==> config.mk <==
export PLATFORM = sky130hd
export DESIGN_NAME = pc_sequencer
export DESIGN_NICKNAME = d
export VERILOG_FILES = /design/src/rtl/pc_seq_pkg.sv /design/src/rtl/md_wait_timer.sv /design/src/rtl/pc_sequencer.sv
export SDC_FILE = /design/constraint.sdc
export NUM_CORES = 1
export LEC_CHECK = 0
export BUFFER_PORTS_ARGS = -buffer_cell sky130_fd_sc_hd__buf_2
export CAP_MARGIN = 10
export CORE_MARGIN = 8
export CORE_UTILIZATION = 49
export DETAILED_ROUTE_END_ITERATION = 8
export PLACE_DENSITY = 0.83
export SYNTH_ARGS = -nofsm -noshare
export SYNTH_HDL_FRONTEND = slang
export SYNTH_SLANG_ARGS = --single-unit
==> constraint.sdc <==
create_clock -name clock -period 5.66 [get_ports clock]
set_input_delay 0.849 -clock clock [delete_from_list [all_inputs] [get_ports clock]]
set_output_delay 0.849 -clock clock [all_outputs]
set_load 0.02 [all_outputs]
==> src/rtl/pc_seq_pkg.sv <==
// rtl/pc_seq_pkg.sv - shared state encoding and sizing helper for pc_sequencer
package pc_seq_pkg;

  typedef enum logic [1:0] {
    BOOT     = 2'd0,
    RUN      = 2'd1,
    MD_ISSUE = 2'd2,
    MD_WAIT  = 2'd3
  } state_t;

  // Width needed to count 0 .. max_cycles-1.
  function automatic int clog2(input int max_cycles);
    return (max_cycles <= 2) ? 1 : $clog2(max_cycles);
  endfunction

endpackage

==> src/rtl/md_wait_timer.sv <==
// rtl/md_wait_timer.sv - mult/div wait counter with expiry flag at MD_TIMEOUT-1
module md_wait_timer
  import pc_seq_pkg::*;
#(
  parameter int MD_TIMEOUT = 40
) (
  input  logic clock,
  input  logic reset_n,
  input  logic clear,
  input  logic enable,
  output logic expired
);

  localparam int TMR_W = clog2(MD_TIMEOUT);

  logic [TMR_W-1:0] count;

  always_ff @(posedge clock or negedge reset_n) begin
    if (!reset_n) begin
      count <= '0;
    end else if (clear) begin
      count <= '0;
    end else if (enable) begin
      count <= count + {{(TMR_W-1){1'b0}}, 1'b1};
    end
  end

  assign expired = enable && (count == TMR_W'(MD_TIMEOUT - 1));

endmodule

==> src/rtl/pc_sequencer.sv <==
// rtl/pc_sequencer.sv - PC register, fetch sequencing and mult/div issue; PC_SEQ_PERF_EN adds perf counters
module pc_sequencer
  import pc_seq_pkg::*;
#(
  parameter int PC_W       = 12,
  parameter int RESET_PC   = 0,
  parameter int MD_TIMEOUT = 40
) (
  input  logic            clock,
  input  logic            reset_n,
  input  logic            redirect_valid,
  input  logic [PC_W-1:0] redirect_target,
  input  logic            md_req,
  input  logic            md_is_div,
  input  logic            md_result_rdy,
  input  logic            halt,
  output logic [PC_W-1:0] address_imem,
  output logic [PC_W-1:0] pc_plus_1,
  output logic            commit_en,
  output logic            ctrl_MULT,
  output logic            ctrl_DIV,
  output logic            md_timeout
`ifdef PC_SEQ_PERF_EN
  ,
  output logic [31:0]     perf_retired,
  output logic [31:0]     perf_redirects
`endif
);

  state_t          state;
  logic [PC_W-1:0] pc;
  logic [PC_W-1:0] next_pc;
  logic            tmr_expired;

  assign address_imem = pc;
  assign pc_plus_1    = pc + {{(PC_W-1){1'b0}}, 1'b1};

  md_wait_timer #(
    .MD_TIMEOUT(MD_TIMEOUT)
  ) u_timer (
    .clock  (clock),
    .reset_n(reset_n),
    .clear  (state == MD_ISSUE),
    .enable (state == MD_WAIT),
    .expired(tmr_expired)
  );

  // Commit and next-PC depend on this cycle's decode, so they are decoded combinationally.
  always_comb begin
    commit_en  = 1'b0;
    md_timeout = 1'b0;
    next_pc    = pc;
    case (state)
      RUN: begin
        if (!halt && !md_req) begin
          commit_en = 1'b1;
          next_pc   = redirect_valid ? redirect_target : pc_plus_1;
        end
      end
      MD_WAIT: begin
        if (md_result_rdy) begin
          commit_en = 1'b1;
          next_pc   = pc_plus_1;
        end else if (tmr_expired) begin
          md_timeout = 1'b1;
          next_pc    = pc_plus_1;
        end
      end
      default: ;
    endcase
  end

  always_ff @(posedge clock or negedge reset_n) begin
    if (!reset_n) begin
      state     <= BOOT;
      pc        <= PC_W'(RESET_PC);
      ctrl_MULT <= 1'b0;
      ctrl_DIV  <= 1'b0;
    end else begin
      pc        <= next_pc;
      ctrl_MULT <= 1'b0;
      ctrl_DIV  <= 1'b0;
      case (state)
        BOOT: state <= RUN;
        RUN: begin
          if (!halt && md_req) begin
            state     <= MD_ISSUE;
            ctrl_DIV  <= md_is_div;
            ctrl_MULT <= ~md_is_div;
          end
        end
        MD_ISSUE: state <= MD_WAIT;
        MD_WAIT: begin
          if (md_result_rdy || tmr_expired) state <= RUN;
        end
        default: state <= BOOT;
      endcase
    end
  end

`ifdef PC_SEQ_PERF_EN
  always_ff @(posedge clock or negedge reset_n) begin
    if (!reset_n) begin
      perf_retired   <= '0;
      perf_redirects <= '0;
    end else begin
      if (commit_en) perf_retired <= perf_retired + 32'd1;
      if (commit_en && state == RUN && redirect_valid) perf_redirects <= perf_redirects + 32'd1;
    end
  end
`else
  // Counters are not built in this configuration.
`endif

endmodule

== Word level (Yosys, flattened, before mapping) ==
Cells that the tools add are included.
Operators by class
  shift-type cells: 0
  multiply operators: 0
  bitwise logic cells: 1
  equal/unequal tests: 8
  reduce and logical (&&, ||, !) cells: 11
  order comparisons: 0
  add/sub/neg operators: 2
  div/mod/pow operators: 0
  multiplexer cells: 20
Operator list (number)
  $mux W12: 4
  $pmux W12 S2: 1
  $add A12 B1 Y12 const B: 1
  $mux W6: 2
  $mux W1: 9
  $pmux W2 S4: 1
  $add A6 B1 Y6 const B: 1
  $eq A6 B6 Y1 const B: 1
  $ne A2 B2 Y1 const B: 3
  $eq A2 B2 Y1 const B: 2
  $mux W2: 2
  $reduce_bool A2 Y1: 2
  $logic_and A1 B1 Y1: 3
  $ne A3 B3 Y1 const B: 1
  $reduce_and A3 Y1: 1
  $eq A2 B1 Y1 const B: 1
  $logic_not A1 Y1: 2
  $logic_not A2 Y1: 1
  $pmux W1 S2: 1
  $reduce_and A2 Y1: 1
  $logic_or A1 B1 Y1: 1
  $not A1 Y1: 1
Word-level totals
  output and inout bits: 28
  register bits after elaboration: 22
  bits in writable memories: 0
  word-level logic and storage cells: 47
  bits of input ports: 19
  ROM bits: 0
  memories: 0
  latch bits: 0

== Longest topological paths before layout ==
Gate-level depths: netlist of run 1.
  depth in word-level cells: 5
  depth in mapped cells: 7

== Modules after synthesis ==
Synthesis of run 1 repeated with hierarchy kept, for this count alone.
Unflattened totals
  cell total of the unflattened synthesis: 149
  area, all modules: 1391.3 µm²
By module, submodules not included
  pc_sequencer: times used 1, cells each 122, area an instance 1109.8 µm², sequential area each 400.4 µm²
  md_wait_timer: times used 1, cells each 27, area an instance 281.5 µm², sequential area each 150.1 µm²

== Worst setup path before layout of run 1 ==
Ideal clock, no wire load.
  kind: register to output
  start: register pc[2] (netlist: address_imem[2])
  end: output port pc_plus_1[9]
  buffers on the path: 1
  arrival time: 1.503 ns
  setup slack: 3.308 ns
  stages on the path, launching flop included: 5
  cells stage by stage: dfrtp_1 and3_1 clkbuf_1 nand4_1 xnor2_1
Between the ends
  longest elaborated chain between the ends: 1
Ends and longest elaborated chain
  from (decl): RTL line pc_sequencer.sv:31  | logic [PC_W-1:0] pc;
  from (signal assigned): RTL line pc_sequencer.sv:76  | pc <= PC_W'(RESET_PC);
  from (signal assigned): RTL line pc_sequencer.sv:80  | pc <= next_pc;
  $add A12 B1 Y12: RTL line pc_sequencer.sv:36  | assign pc_plus_1 = pc + {{(PC_W-1){1'b0}}, 1'b1};
  to (decl): RTL line pc_sequencer.sv:18  | output logic [PC_W-1:0] pc_plus_1,
Every way passes these cells.

== Final worst setup path of run 1 ==
  start: register pc[0] (netlist: address_imem[0])
  end: output port pc_plus_1[8]
Same word-level chain as after synthesis.

==> results of run 1 <==
[cell usage after synthesis (all sizes together), types with 2 or more instances]
cell type | instances | area, sq um
nor2 | 15 | 58.81
dfrtp | 22 | 550.5
nand2 | 12 | 45.04
o21ai | 11 | 55.05
and3 | 5 | 37.54
clkbuf | 5 | 18.77
xor2 | 6 | 52.55
inv | 6 | 22.52
nor2b | 2 | 12.51
xnor2 | 6 | 52.55
ha | 6 | 75.07
o22ai | 4 | 25.02
mux2i | 5 | 50.05
or2 | 2 | 12.51
o31ai | 5 | 37.54
nand4 | 4 | 31.28
a211oi | 5 | 37.54
nor3 | 3 | 15.01
buf | 3 | 15.01
a2bb2oi | 6 | 52.55
nand3 | 6 | 30.03
[flip-flops by register name (all words and copies together), names as in the netlist]
signal	cells
address_imem	12
state	2
u_timer.count	6
ctrl_DIV	1
ctrl_MULT	1
[per-layer routing]
metal  vias up  share of wire [%]  track usage (%)
met5         -                  0                0
met4         0               0.32            2.009
met3         2                7.3            4.149
met2        41                 49            24.57
met1       591                 44            17.06
li1        636                  -                -
[per-stage QoR]
stage               hold WS (ns)  power [uW]  util [%]
CTS                       0.5104        1006     60.98
global route              0.5389        1088     60.98
finish                    0.4913       997.6     60.98
detailed placement        0.5491       935.1     60.16
global placement          0.5275       910.7     60.16
floorplan                 0.5129       745.0         -
[kinds of logic (layout without fill, tap and decap cells)]
family	Yosys count	in the layout	share of synthesized area, %
compound gates	37	37	19.17
buf+inv	14	56	3.975
simple gates	56	56	20.94
mux	6	6	4.329
flops	22	22	38.87
xor+xnor	12	12	7.420
fa+ha+maj	6	6	5.300
[where the power goes]
group / internal, uW / switching [uW]
logic: 237 / 384
clock network: 24.8 / 45.2
registers: 221 / 86.0
[critical path, stage by stage (launching register included)]
cell                      delay, ns
sky130_fd_sc_hd__dfrtp_1       0.44
sky130_fd_sc_hd__ha_1          0.23
sky130_fd_sc_hd__nand2_1       0.13
sky130_fd_sc_hd__o31a_2        0.31
sky130_fd_sc_hd__or2_2         0.29
sky130_fd_sc_hd__buf_2         0.16
[worst min path at each step]
stage / from / endpoint / slack, ns / cells past startpoint
floorplan: u_timer.count[1]$_DFFE_PN0P_ / u_timer.count[1]$_DFFE_PN0P_ / 0.51 / 2
global placement: address_imem[0]$_DFFE_PN0P_ / address_imem[0]$_DFFE_PN0P_ / 0.53 / 1
detailed placement: address_imem[0]$_DFFE_PN0P_ / address_imem[0]$_DFFE_PN0P_ / 0.55 / 1
CTS: reset_n / address_imem[8]$_DFFE_PN0P_ / 0.51 / 1
global route: reset_n / address_imem[11]$_DFFE_PN0P_ / 0.54 / 1
finish: reset_n / address_imem[8]$_DFFE_PN0P_ / 0.49 / 1
[area by class of cell]
cell class | instances | area (sq um) | share of cell area [%]
Sequential cell | 22 | 550.5 | 32.74
Inverter | 6 | 22.52 | 1.339
Clock buffer | 3 | 22.52 | 1.339
Timing Repair Buffer | 47 | 237.7 | 14.14
Multi-Input combinational cell | 117 | 809.5 | 48.14
Tap cell | 31 | 38.79 | 2.307
==> qor.txt, run 1 <==
post-placement cell count = 223
clk_lat worst skew = 0.30 ns
Root Buffer Master = sky130_fd_sc_hd__clkbuf_4
vias in the first global route = 1,290
DRC viols = 0
first-pass iteration count of the detailed router = 4
count of max-cap constraint violations = 0
achievable frequency = 370.0 MHz
share of synthesized registers carrying an async set or reset = 100.0%
Worst setup startpoint = address_imem[0]$_DFFE_PN0P_
number of cells produced by synthesis = 153
highest-count cells in the layout ignoring fill and taps = sky130_fd_sc_hd__buf_2, sky130_fd_sc_hd__dfrtp_1, sky130_fd_sc_hd__nor2_1, sky130_fd_sc_hd__nand2_1, sky130_fd_sc_hd__o21ai_0
total setup violations reported at the end of the flow = 0
fraction of layout instances using a drive strength above 1 = 30.77%
final-layout fill cell count = 242
fin cells = 226
Leakage = 0.0007995 uW
# rows = 19
Critical path destination = pc_plus_1[8]
Detailed Route WL = 3461 microns
Reg-to-Reg End = address_imem[10]$_DFFE_PN0P_
Net count, final = 222
number of sinks handled by clock tree synthesis = 22
total non-filler cell area in the finished layout = 1682 sq um
placeable core region = 2758 sq um
net count of the mapped netlist = 178
Initial Util = 51.36%
final hold violations = 0
half-perimeter wire length after detailed placement = 2698 microns
vias per std cell = 5.619
Hold WC Path Type = input pin to asynchronous set/reset pin
residual antenna-violating net count after detailed routing = 0
clock transition at the register clock pins on the worst setup and hold paths after CTS = 0.12 ns
H-tree depth = 1
combined area of all synthesized cells = 1416 sq um
Detailed Route Iter0 Violations = 85
average cell area after synthesis = 9.257 sq um
global-route congestion overflow total = 0
CTS tree = built
initial antenna violation count = 0
clock buffer count from CTS = 3
global placement routability congestion = 0.8675
register bit total from synthesis = 22
global-route wire length before repair = 5940 microns
PD cells = 593.2 nW/um^2
Max Slew Vio Count = 0
Ports = 47
vertical die dimension = 69.77 microns
worst supply voltage drop on vdd = 0.3508 mV
Final Critical Period = 2.702 ns
post-detailed-route wirelength per cell = 15.31 microns
Via Count = 1,270
share of synthesized area occupied by flip-flops and latches = 38.87%
most common cell after layout, fill and taps aside = sky130_fd_sc_hd__buf_2
outcome = finished clean
remaining max-slew budget at the tightest pin = 52.57%
Critical Path Sink Type = output pin
critical path required time = 4.81 ns
reg-to-reg startpoint = state[0]$_DFFE_PN0P_
part of the cycle the worst path needs = 47.75%
maximum buffer depth of the clock tree = 2
total inserted antenna cells = 0
Arr. time, crit path = 1.85 ns
area after detailed placement = 1659 sq um
post-CTS repair timing setup buffer count = 0
Worst Setup Path Type = flip-flop to output pin
Die Width = 69.77 microns
element type at the critical path start = flip-flop
pin count of the biggest net entering global routing = 23
number of distinct library cells after synthesis = 39
number of I/O port buffers = 46
cts-stage hold buffer count = 0
post-cts resize count = 0
unrepaired setup endpoints after global routing = false
worst reg2reg path depth = 5
flop-to-flop setup slack = 3.36 ns
worst setup skew after layout = 0.008895 ns
maximum fanout along the worst path = 6
Final Worst Setup Slack = 2.958 ns
layout overhead on the synthesized area = 18.73%
die area = 4867 sq um
aggregate negative setup slack = 0 ns
worst slack at placement = 3.305 ns
Global Route Usage Sum = 14.15%
Least-Margin Pin Slew = 0.7114 ns
dominant synthesized flop cell = sky130_fd_sc_hd__dfrtp_1
Yosys warnings = 0
EDFF count, synth = 0
Note: power is estimated with default switching activity, not from simulation.
==> run 2: changes to the inputs <==
ABC_AREA = 1   (was unset)
clock period = 2.7 ns   (was 5.66 ns; I/O delays follow)
==> run 2 against run 1 <==
  * Clock power rose to 2.7 times the previous value
  * Hold slack got worse by 0.46 ns
  * Clock skew down 0.00098 ns
  * Die area is 0.42% lower
  * Register-to-register slack worse by 2.6 ns
  * Cell count is 29% higher
  * Final area up 0.37%
  * Synthesized cell count grew 40%
  * Flip-flop and latch count unchanged
  * Clock-buffer cell count increased by 1
  * Critical path type unchanged
  * Critical endpoint unchanged
  * Largest cell class unchanged
  * Largest power group unchanged
==> qor.txt, run 2 <==
Yosys warnings = 0 (unchanged)
highest-count cells in the layout ignoring fill and taps = sky130_fd_sc_hd__nand2_1, sky130_fd_sc_hd__buf_2, sky130_fd_sc_hd__nor2_1, sky130_fd_sc_hd__dfrtp_1, sky130_fd_sc_hd__inv_1
placeable core region = 2734 sq um (-0.86%)
part of the cycle the worst path needs = 80.24%
vias in the first global route = 1,350 (+4.7%)
Max Slew Vio Count = 0 (unchanged)
cell type with the largest total area after synthesis = sky130_fd_sc_hd__dfrtp_1
first-pass iteration count of the detailed router = 4 (unchanged)
sequential fraction of design power = 31.7% (+1.0 points)
Post-Route Utilization = 61.74% (+0.76 points)
number of distinct library cells after synthesis = 19 (-51%)
EDFF count, synth = 0 (unchanged)
clk_lat worst skew = 0.32 ns (+0.02 ns)
top cells by area in the synthesized netlist = sky130_fd_sc_hd__dfrtp_1, sky130_fd_sc_hd__nand2_1, sky130_fd_sc_hd__nor2_1
maximum fanout along the worst path = 5 (-1)
fraction of power spent switching nets = 52.74% (+1.1 points)
post-CTS repair timing setup buffer count = 0 (unchanged)
worst setup skew after layout = 0.007917 ns (-0.0009778 ns)
Internal Power = 933.5 uW (+93%)
cts-stage hold buffer count = 0 (unchanged)
total inserted antenna cells = 0 (unchanged)
vias per std cell = 4.986 (-11%)
Global Route Usage Sum = 13.79% (-0.36 points)
number of I/O port buffers = 46 (unchanged)
Via Count = 1,451 (+14%)
die area = 4847 sq um (-0.42%)
global placement routability congestion = 0.8747 (+0.83%)
switching power = 1042 uW (+100%)
pin count of the biggest net entering global routing = 23 (unchanged)
average cell area after synthesis = 6.583 sq um (-29%)
Hold WC Path Type = input pin to asynchronous set/reset pin
fraction of layout instances using a drive strength above 1 = 20.38% (-10 points)
post-detailed-route wirelength per cell = 11.70 microns (-24%)
achievable frequency = 461.6 MHz
Arr. time, crit path = 1.76 ns (-0.09 ns)
Critical Path Sink Type = output pin
Worst Setup Path Type = flip-flop to output pin
register bit total from synthesis = 22 (unchanged)
post-cts resize count = 0 (unchanged)
initial antenna violation count = 0 (unchanged)
DRC viols = 0 (unchanged)
critical path required time = 2.30 ns (-2.51 ns)
aggregate negative setup slack = 0 ns (unchanged)
count of max-cap constraint violations = 0 (unchanged)
combined area of all synthesized cells = 1409 sq um (-0.53%)
final-layout fill cell count = 256 (+5.8%)
layout overhead on the synthesized area = 19.80%
CTS tree = built
share of synthesized registers carrying an async set or reset = 100.0% (unchanged)
share of Yosys cell area claimed by the top area cell type = 39.08% (+0.21 points)
Least-Margin Pin Slew = 0.6942 ns (-0.01727 ns)
number of sinks handled by clock tree synthesis = 22 (unchanged)
element type at the critical path start = flip-flop
residual antenna-violating net count after detailed routing = 0 (unchanged)
dominant synthesized flop cell = sky130_fd_sc_hd__dfrtp_1
remaining max-slew budget at the tightest pin = 53.61% (+1.0 points)
most common cell after layout, fill and taps aside = sky130_fd_sc_hd__nand2_1
net count of the mapped netlist = 239 (+34%)
global-route wire length before repair = 5796 microns (-2.4%)
Detailed Route Iter0 Violations = 91 (+7.1%)
Net count, final = 286 (+29%)
worst supply voltage drop on vdd = 0.8552 mV (+140%)
Die Width = 69.62 microns (-0.21%)
number of flip-flops under the largest register name = 12 (unchanged)
clock network fraction of total power = 9.6% (+2.6 points)
global-route congestion overflow total = 0 (unchanged)
vertical die dimension = 69.62 microns (-0.21%)
# rows = 19 (unchanged)
total setup violations reported at the end of the flow = 0 (unchanged)
clock buffer count from CTS = 3 (unchanged)
combinational group share of total power = 58.7% (-3.6 points)
outcome = finished clean
Ports = 47 (unchanged)
Root Buffer Master = sky130_fd_sc_hd__clkbuf_4
share of synthesized area occupied by flip-flops and latches = 39.08% (+0.21 points)
Initial Util = 51.53% (+0.17 points)
Leakage = 0.0009836 uW (+23%)
Final Critical Period = 2.167 ns
half-perimeter wire length after detailed placement = 2613 microns (-3.1%)
H-tree depth = 1 (unchanged)
number of cells produced by synthesis = 214 (+40%)
PD cells = 1170 nW/um^2 (+97%)
ranking of synthesized cells by instance count = sky130_fd_sc_hd__nand2_1, sky130_fd_sc_hd__nor2_1, sky130_fd_sc_hd__dfrtp_1
unrepaired setup endpoints after global routing = false
clock transition at the register clock pins on the worst setup and hold paths after CTS = 0.13 ns (about the same)
Detailed Route WL = 3405 microns (-1.6%)
most frequently used cell type in the post-synthesis netlist = sky130_fd_sc_hd__nand2_1
final hold violations = 0 (unchanged)
maximum buffer depth of the clock tree = 2 (unchanged)
run 2: changes by cell type after synthesis, moves of 6 or more:
cell,before,now
sky130_fd_sc_hd__nand3_1,6,13
sky130_fd_sc_hd__nand2_1,12,81
sky130_fd_sc_hd__a2bb2oi_1,6,0
sky130_fd_sc_hd__xor2_1,6,0
sky130_fd_sc_hd__nor2_1,14,34
sky130_fd_sc_hd__inv_1,6,21
run 2: cell families after synthesis:
group | count (synthesis) | share of synthesized area, %
flops | 22 | 39.08
xor+xnor | 1 | 0.6218
buf+inv | 26 | 7.726
fa+ha+maj | 6 | 5.328
compound gates | 21 | 7.460
simple gates | 138 | 39.79
run 2: area by class of cell:
cell class | instances | area (sq um) | area share (%)
Clock buffer | 4 | 36.28 | 2.150
Inverter | 22 | 82.58 | 4.893
Multi-Input combinational cell | 166 | 749.5 | 44.40
Sequential cell | 22 | 550.5 | 32.62
Tap cell | 31 | 38.79 | 2.298
Timing Repair Buffer | 46 | 230.2 | 13.64
run 2: path summary, 6_finish.rpt:
check	end	slack (ns)	from	cells after the start
max	pc_plus_1[8]	0.53	address_imem[0]$_DFFE_PN0P_	6
min	address_imem[5]$_DFFE_PN0P_	0.03	reset_n	1
max reg2reg	address_imem[0]$_DFFE_PN0P_	0.78	state[0]$_DFFE_PN0P_	8
min reg2reg	u_timer.count[3]$_DFFE_PN0P_	0.52	u_timer.count[3]$_DFFE_PN0P_	1
max in group asynchronous	state[0]$_DFFE_PN0P_	2.32	reset_n	1
min in group clock	ctrl_MULT$_DFF_PN0_	0.25	md_is_div	2
run 2: stage by stage:
step                power, uW  std cells  hold slack (ns)  setup slack (ns)  area [sq um]
floorplan                1472        214           0.1094            0.9686          1409
global placement         1780        287           0.4012            0.8974          1652
detailed placement       1806        287           0.4032            0.8017          1652
CTS                      1997        291          0.04767            0.5178          1688
global route             2182        291          0.06547            0.3789          1688
finish                   1975        291          0.03111            0.5334          1688
run 2: power groups by stage:
stage	combinational [uW]	sequential (uW)	clock [uW]
after floorplan	762	710	0
final	1160	626	189
after detailed placement	1170	631	0
after global placement	1150	628	0
after global routing	1320	653	208
after CTS	1180	625	195
run 2: layer usage:
| metal | share of wire, % | track usage [%] | routed length [microns] | vias up |
|---|---|---|---|---|
| met2 | 49 | 23.98 | 1661 | 41 |
| met3 | 7.2 | 5.150 | 245 | 2 |
| li1 | - | - | - | 761 |
| met1 | 44 | 16.27 | 1485 | 647 |
| met5 | 0 | 0 | 0 | - |
| met4 | 0.35 | 1.339 | 12 | 0 |
run 2: worst max-delay path, cell delays in order (launching register included):
cell and delay [ns]:
sky130_fd_sc_hd__dfrtp_1 0.43, sky130_fd_sc_hd__ha_1 0.24, sky130_fd_sc_hd__nand2_1 0.10, sky130_fd_sc_hd__nor2_1 0.28
sky130_fd_sc_hd__nand3b_1 0.14, sky130_fd_sc_hd__nand2_1 0.09, sky130_fd_sc_hd__buf_2 0.16
